--- src/rtl/uart_axil_pkg.sv ---
// Shared types for the UART AXI4-Lite slave front end.
// Response codes, FSM state encodings and register-range constants.
package uart_axil_pkg;

    typedef enum logic [1:0] {
        OKAY   = 2'b00,
        SLVERR = 2'b10
    } axil_resp_t;

    typedef enum logic [1:0] {
        W_IDLE,
        W_EXEC,
        W_RESP
    } wr_state_t;

    typedef enum logic [1:0] {
        R_IDLE,
        R_EXEC,
        R_RESP
    } rd_state_t;

    // Byte-offset bits below the register word index.
    localparam int WORD_LSB = 2;

endpackage

--- src/rtl/uart_axil_slave.sv ---
// AXI4-Lite slave driving the UART register file with one strobe per transaction.
// Define UART_AXIL_SLVERR_EN to report decode errors and reg_error as SLVERR.
module uart_axil_slave
    import uart_axil_pkg::*;
#(
    parameter int DATA_WIDTH     = 32,
    parameter int ADDR_WIDTH     = 8,
    parameter int REG_ADDR_WIDTH = 4
) (
    input  logic                        clk,
    input  logic                        rst_n,
    input  logic [ADDR_WIDTH-1:0]       s_axil_awaddr,
    input  logic                        s_axil_awvalid,
    output logic                        s_axil_awready,
    input  logic [DATA_WIDTH-1:0]       s_axil_wdata,
    input  logic [DATA_WIDTH/8-1:0]     s_axil_wstrb,
    input  logic                        s_axil_wvalid,
    output logic                        s_axil_wready,
    output logic [1:0]                  s_axil_bresp,
    output logic                        s_axil_bvalid,
    input  logic                        s_axil_bready,
    input  logic [ADDR_WIDTH-1:0]       s_axil_araddr,
    input  logic                        s_axil_arvalid,
    output logic                        s_axil_arready,
    output logic [DATA_WIDTH-1:0]       s_axil_rdata,
    output logic [1:0]                  s_axil_rresp,
    output logic                        s_axil_rvalid,
    input  logic                        s_axil_rready,
    output logic [REG_ADDR_WIDTH-1:0]   reg_addr,
    output logic [DATA_WIDTH-1:0]       reg_wdata,
    output logic [DATA_WIDTH/8-1:0]     reg_wstrb,
    output logic                        reg_wen,
    output logic                        reg_ren,
    input  logic [DATA_WIDTH-1:0]       reg_rdata,
    input  logic                        reg_error
);

    localparam int STRB_W = DATA_WIDTH / 8;
    localparam int HI     = REG_ADDR_WIDTH + WORD_LSB;

    wr_state_t               wst_q, wst_d;
    rd_state_t               rst_q, rst_d;
    logic                    aw_done_q, aw_done_d;
    logic                    w_done_q, w_done_d;
    logic [ADDR_WIDTH-1:0]   awaddr_q, awaddr_d;
    logic [ADDR_WIDTH-1:0]   araddr_q, araddr_d;
    logic [DATA_WIDTH-1:0]   wdata_q, wdata_d;
    logic [STRB_W-1:0]       wstrb_q, wstrb_d;
    logic [DATA_WIDTH-1:0]   rdata_q, rdata_d;
    axil_resp_t              bresp_q, bresp_d;
    axil_resp_t              rresp_q, rresp_d;
    logic                    last_rd_q, last_rd_d;

    logic w_req, r_req, w_gnt, r_gnt;
    logic w_err, r_err, w_slv, r_slv;

    function automatic logic dec_err(input logic [ADDR_WIDTH-1:0] a);
        return (a[WORD_LSB-1:0] != '0) || ((a >> HI) != '0);
    endfunction

    // last_rd_q only moves on real contention, so winners alternate.
    assign w_req = (wst_q == W_EXEC);
    assign r_req = (rst_q == R_EXEC);
    assign r_gnt = r_req && (!w_req || !last_rd_q);
    assign w_gnt = w_req && !r_gnt;
    assign w_err = dec_err(awaddr_q);
    assign r_err = dec_err(araddr_q);

`ifdef UART_AXIL_SLVERR_EN
    assign w_slv = w_err;
    assign r_slv = r_err || reg_error;
`else
    logic unused_reg_error;
    assign unused_reg_error = reg_error;
    assign w_slv = 1'b0;
    assign r_slv = 1'b0;
`endif

    assign reg_wen   = w_gnt && !w_err;
    assign reg_ren   = r_gnt && !r_err;
    assign reg_addr  = r_gnt ? araddr_q[HI-1:WORD_LSB]
                             : awaddr_q[HI-1:WORD_LSB];
    assign reg_wdata = wdata_q;
    assign reg_wstrb = wstrb_q;

    assign s_axil_awready = (wst_q == W_IDLE) && !aw_done_q;
    assign s_axil_wready  = (wst_q == W_IDLE) && !w_done_q;
    assign s_axil_bvalid  = (wst_q == W_RESP);
    assign s_axil_bresp   = bresp_q;
    assign s_axil_arready = (rst_q == R_IDLE);
    assign s_axil_rvalid  = (rst_q == R_RESP);
    assign s_axil_rresp   = rresp_q;
    assign s_axil_rdata   = rdata_q;

    always_comb begin
        wst_d     = wst_q;
        aw_done_d = aw_done_q;
        w_done_d  = w_done_q;
        awaddr_d  = awaddr_q;
        wdata_d   = wdata_q;
        wstrb_d   = wstrb_q;
        bresp_d   = bresp_q;
        unique case (wst_q)
            W_IDLE: begin
                if (s_axil_awvalid && !aw_done_q) begin
                    aw_done_d = 1'b1;
                    awaddr_d  = s_axil_awaddr;
                end
                if (s_axil_wvalid && !w_done_q) begin
                    w_done_d = 1'b1;
                    wdata_d  = s_axil_wdata;
                    wstrb_d  = s_axil_wstrb;
                end
                if (aw_done_d && w_done_d) begin
                    wst_d     = W_EXEC;
                    aw_done_d = 1'b0;
                    w_done_d  = 1'b0;
                end
            end
            W_EXEC: begin
                if (w_gnt) begin
                    wst_d   = W_RESP;
                    bresp_d = w_slv ? SLVERR : OKAY;
                end
            end
            W_RESP: begin
                if (s_axil_bready) wst_d = W_IDLE;
            end
            default: wst_d = W_IDLE;
        endcase
    end

    always_comb begin
        rst_d     = rst_q;
        araddr_d  = araddr_q;
        rdata_d   = rdata_q;
        rresp_d   = rresp_q;
        last_rd_d = last_rd_q;
        if (w_req && r_req) last_rd_d = r_gnt;
        unique case (rst_q)
            R_IDLE: begin
                if (s_axil_arvalid) begin
                    rst_d    = R_EXEC;
                    araddr_d = s_axil_araddr;
                end
            end
            R_EXEC: begin
                if (r_gnt) begin
                    rst_d   = R_RESP;
                    rdata_d = r_err ? '0 : reg_rdata;
                    rresp_d = r_slv ? SLVERR : OKAY;
                end
            end
            R_RESP: begin
                if (s_axil_rready) rst_d = R_IDLE;
            end
            default: rst_d = R_IDLE;
        endcase
    end

    always_ff @(posedge clk or negedge rst_n) begin
        if (!rst_n) begin
            wst_q     <= W_IDLE;
            rst_q     <= R_IDLE;
            aw_done_q <= 1'b0;
            w_done_q  <= 1'b0;
            awaddr_q  <= '0;
            araddr_q  <= '0;
            wdata_q   <= '0;
            wstrb_q   <= '0;
            rdata_q   <= '0;
            bresp_q   <= OKAY;
            rresp_q   <= OKAY;
            last_rd_q <= 1'b0;
        end else begin
            wst_q     <= wst_d;
            rst_q     <= rst_d;
            aw_done_q <= aw_done_d;
            w_done_q  <= w_done_d;
            awaddr_q  <= awaddr_d;
            araddr_q  <= araddr_d;
            wdata_q   <= wdata_d;
            wstrb_q   <= wstrb_d;
            rdata_q   <= rdata_d;
            bresp_q   <= bresp_d;
            rresp_q   <= rresp_d;
            last_rd_q <= last_rd_d;
        end
    end

endmodule

--- config.mk ---
export PLATFORM = sky130hd
export DESIGN_NAME = uart_axil_slave
export DESIGN_NICKNAME = d
export VERILOG_FILES = /design/src/rtl/uart_axil_pkg.sv /design/src/rtl/uart_axil_slave.sv
export SDC_FILE = /design/constraint.sdc
export NUM_CORES = 1
export LEC_CHECK = 0
export ABC_AREA = 1
export BUFFER_PORTS_ARGS = -buffer_cell sky130_fd_sc_hd__buf_2
export CORE_MARGIN = 2
export CORE_UTILIZATION = 47
export CTS_CLUSTER_SIZE = 12
export DETAILED_ROUTE_END_ITERATION = 8
export GPL_ROUTABILITY_DRIVEN = 0
export MAX_ROUTING_LAYER = met4
export PLACE_DENSITY_LB_ADDON = 0.12
export SYNTH_ARGS = -nofsm -noshare
export SYNTH_HDL_FRONTEND = slang
export SYNTH_SLANG_ARGS = --single-unit
--- constraint.sdc ---
create_clock -name clk -period 1.38 [get_ports clk]
set_clock_uncertainty 0.1 [all_clocks]
set_input_delay 0.138 -clock clk [delete_from_list [all_inputs] [get_ports clk]]
set_output_delay 0.138 -clock clk [all_outputs]
set_load 0.1 [all_outputs]
==> summary.txt <==
Drt via density -> 5.28
Grt total ovfl -> 0
Failing checks -> negative setup slack
Min-delay src -> s_axil_arvalid
Synth Warn # -> 0
Deepest clock path buffer count -> 2
Hold Crit Class -> in2reg
Synth Flop Type -> dfrtp_1
H-tree lvl count -> 3
Worst path top cell family by delay -> flip-flops
Worst r2r src -> wst_q[1]
Initial antenna violation count -> 0
Worst path slowest cell -> dfrtp_2
Yosys cell types -> 21
Setup CP Type -> reg2out
Global-route wire length before repair -> 21,900 µm
CP required -> 1140 ps
Die ar. -> 9300 µm²
# rows -> 33
Final worst-path cycle share -> 128%
Sink Count -> 91
HPWL reported at the end of detailed placement -> 6490 µm
Worst Setup End Kind -> primary output
CP cell instances -> inv_2 > nand3_4 > nand2_8 > nand2_4 > nor2_4 > buf_12
Fin. Hold Viols -> 0
Total Wirelength -> 15,500 µm
Worst Path Max Fanout -> 8
Final Setup Violations -> 87
RSZ-0062 raised after global routing -> true
IO Pins -> 175
Gate Count Post-Synth -> 431
Register bit total from synthesis -> 91
Outcome -> finished with violations
Core box area -> 8260 µm²
CTS Root Buffer Type -> clkbuf_8
Die Wd -> 96.5 µm
Detailed router's first-iteration violation count -> 204
Clock Pin Slew Worst Setup and Hold Paths -> 90 ps
CP startpoint kind -> flop
Vias -> 4,400
Mean post-synth cell area -> 9.32 µm²
Fin. max-slew vios -> 0
Initial Utilization -> 48.7%
Design area -> 7540 µm²
CP max stage delay -> 450 ps
Total track usage -> 32.5%
Seq/Total Area, Yosys -> 56.7%
Commonest non-fill, non-tap cells in the layout -> 89 x dfrtp_1, 89 x buf_2, 88 x dlygate4sd3_1
Post-layout minimum cycle time -> 1770 ps
Async SR Flop Fraction -> 100%
Pre-antenna DRT Iters -> 4
Crit path arrival time -> 1530 ps
Vias in the first global route -> 4,576
Nets -> 816
Fmax -> 565 MHz
Worst setup path start -> wst_q[1]
Largest net degree at the start of global routing -> 92
Chip height -> 96.5 µm
Max cap viols -> 0
Skew-Pair Late Insertion Delay -> 350 ps
ANT cells -> 0
Share of cells above drive strength 1 -> 52.1%
Placed cell areas -> 5350 µm²
Post-Syn Area -> 4020 µm²
Area Overhead vs Synth -> 87.8%
Per-cell routed wire length -> 18.6 µm
Port bufs -> 169
CTS tree -> built
DRC viols -> 0
Antenna viol nets, final -> 0
CTS buffer count -> 9
Worst Slack Setup Final -> -390 ps
EDFF count, synth -> 0
WP buf/inv -> 2
==> layer usage <==
metal,GRT usage [%],vias up,share of wire [%]
met5,-,-,0
met4,16.1,0,4.4
met3,7.84,63,5.9
met2,57.5,225,54
met1,33.8,2158,36
li1,-,1954,-
==> state kept, by name (all words and copies together) (netlist names) <==
name	cells
reg_wstrb	4
w_done_q	1
awaddr_q	8
reg_wdata	32
araddr_q	8
aw_done_q	1
rst_q	2
s_axil_rdata	32
wst_q	2
last_rd_q	1
==> worst paths after layout <==
| path | to | slack (ps) | depth (start not counted) |
|---|---|---|---|
| setup / recovery | reg_wen | -390 | 6 |
| hold / removal | araddr_q[6] | 30 | 3 |
| setup reg to reg | s_axil_rdata[11] | -380 | 8 |
| hold reg to reg | awaddr_q[0] | 390 | 2 |
| max in group asynchronous | wst_q[1] | 480 | 3 |
| min in group asynchronous | s_axil_rdata[10] | 280 | 3 |
==> logic make-up after synthesis <==
logic type / synth area share, %
flip-flops: 56.7
AO/OA/AOI/OAI: 14.4
buffers and inverters: 9.72
other: 0.0933
AND/OR/NAND/NOR: 19.2
==> repair_timing <==
item	in CTS	in global routing
buffers inserted	14	7
pin swaps	11	6
hold buffers	88	0
endpoints found under the hold margin	178	0
resized for setup	164	59
cloned	12	1
endpoints found under the setup margin	110	117
==> worst register-to-register path, stage by stage (launching register included) <==
cell and delay, ps:
dfrtp_2 450, inv_2 100, nand3_4 100, nand2_8 150, buf_6 130, buf_4 150, buf_12 130, bufbuf_16 280
o21ai_2 70
==> cell type report <==
cell class	count	area, µm²
fill	320	713
multi-input combinational	264	1900
clock inverter	5	53.8
sequential	91	2280
tap	105	131
inverter	53	204
timing repair buffer	305	2840
clock buffer	10	138
==> synthesized netlist by cell type (2+ instances only) <==
library cell,instances,area [µm²]
buf_6,8,90.1
buf_4,5,37.5
nor2_4,2,22.5
o21ai_1,31,155
dfrtp_1,91,2280
o21ai_2,44,385
nand2_2,2,12.5
buf_2,12,60.1
nand2_1,115,432
nand3_1,44,220
o21ai_0,3,15.0
inv_1,53,199
nor2_1,13,48.8
==> per-stage QoR <==
| step | TNS, ps | util [%] | setup WS (ps) | hold slack [ps] | std cells |
|---|---|---|---|---|---|
| after floorplan | -2320 | - | -234 | -258 | 434 |
| after global placement | -2160 | 64.7 | -51.7 | 124 | 701 |
| after detailed placement | -3630 | 64.7 | -85.9 | 123 | 701 |
| after CTS | -16920 | 89.1 | -339 | 9.72 | 829 |
| after global routing | -25890 | 91.4 | -464 | 23.5 | 833 |
| final | -20490 | 91.4 | -390 | 26.7 | 833 |
Power is left out: the tool's default activity adds up to more than one toggle a clock period on the data nets, which glitch-free logic cannot reach.
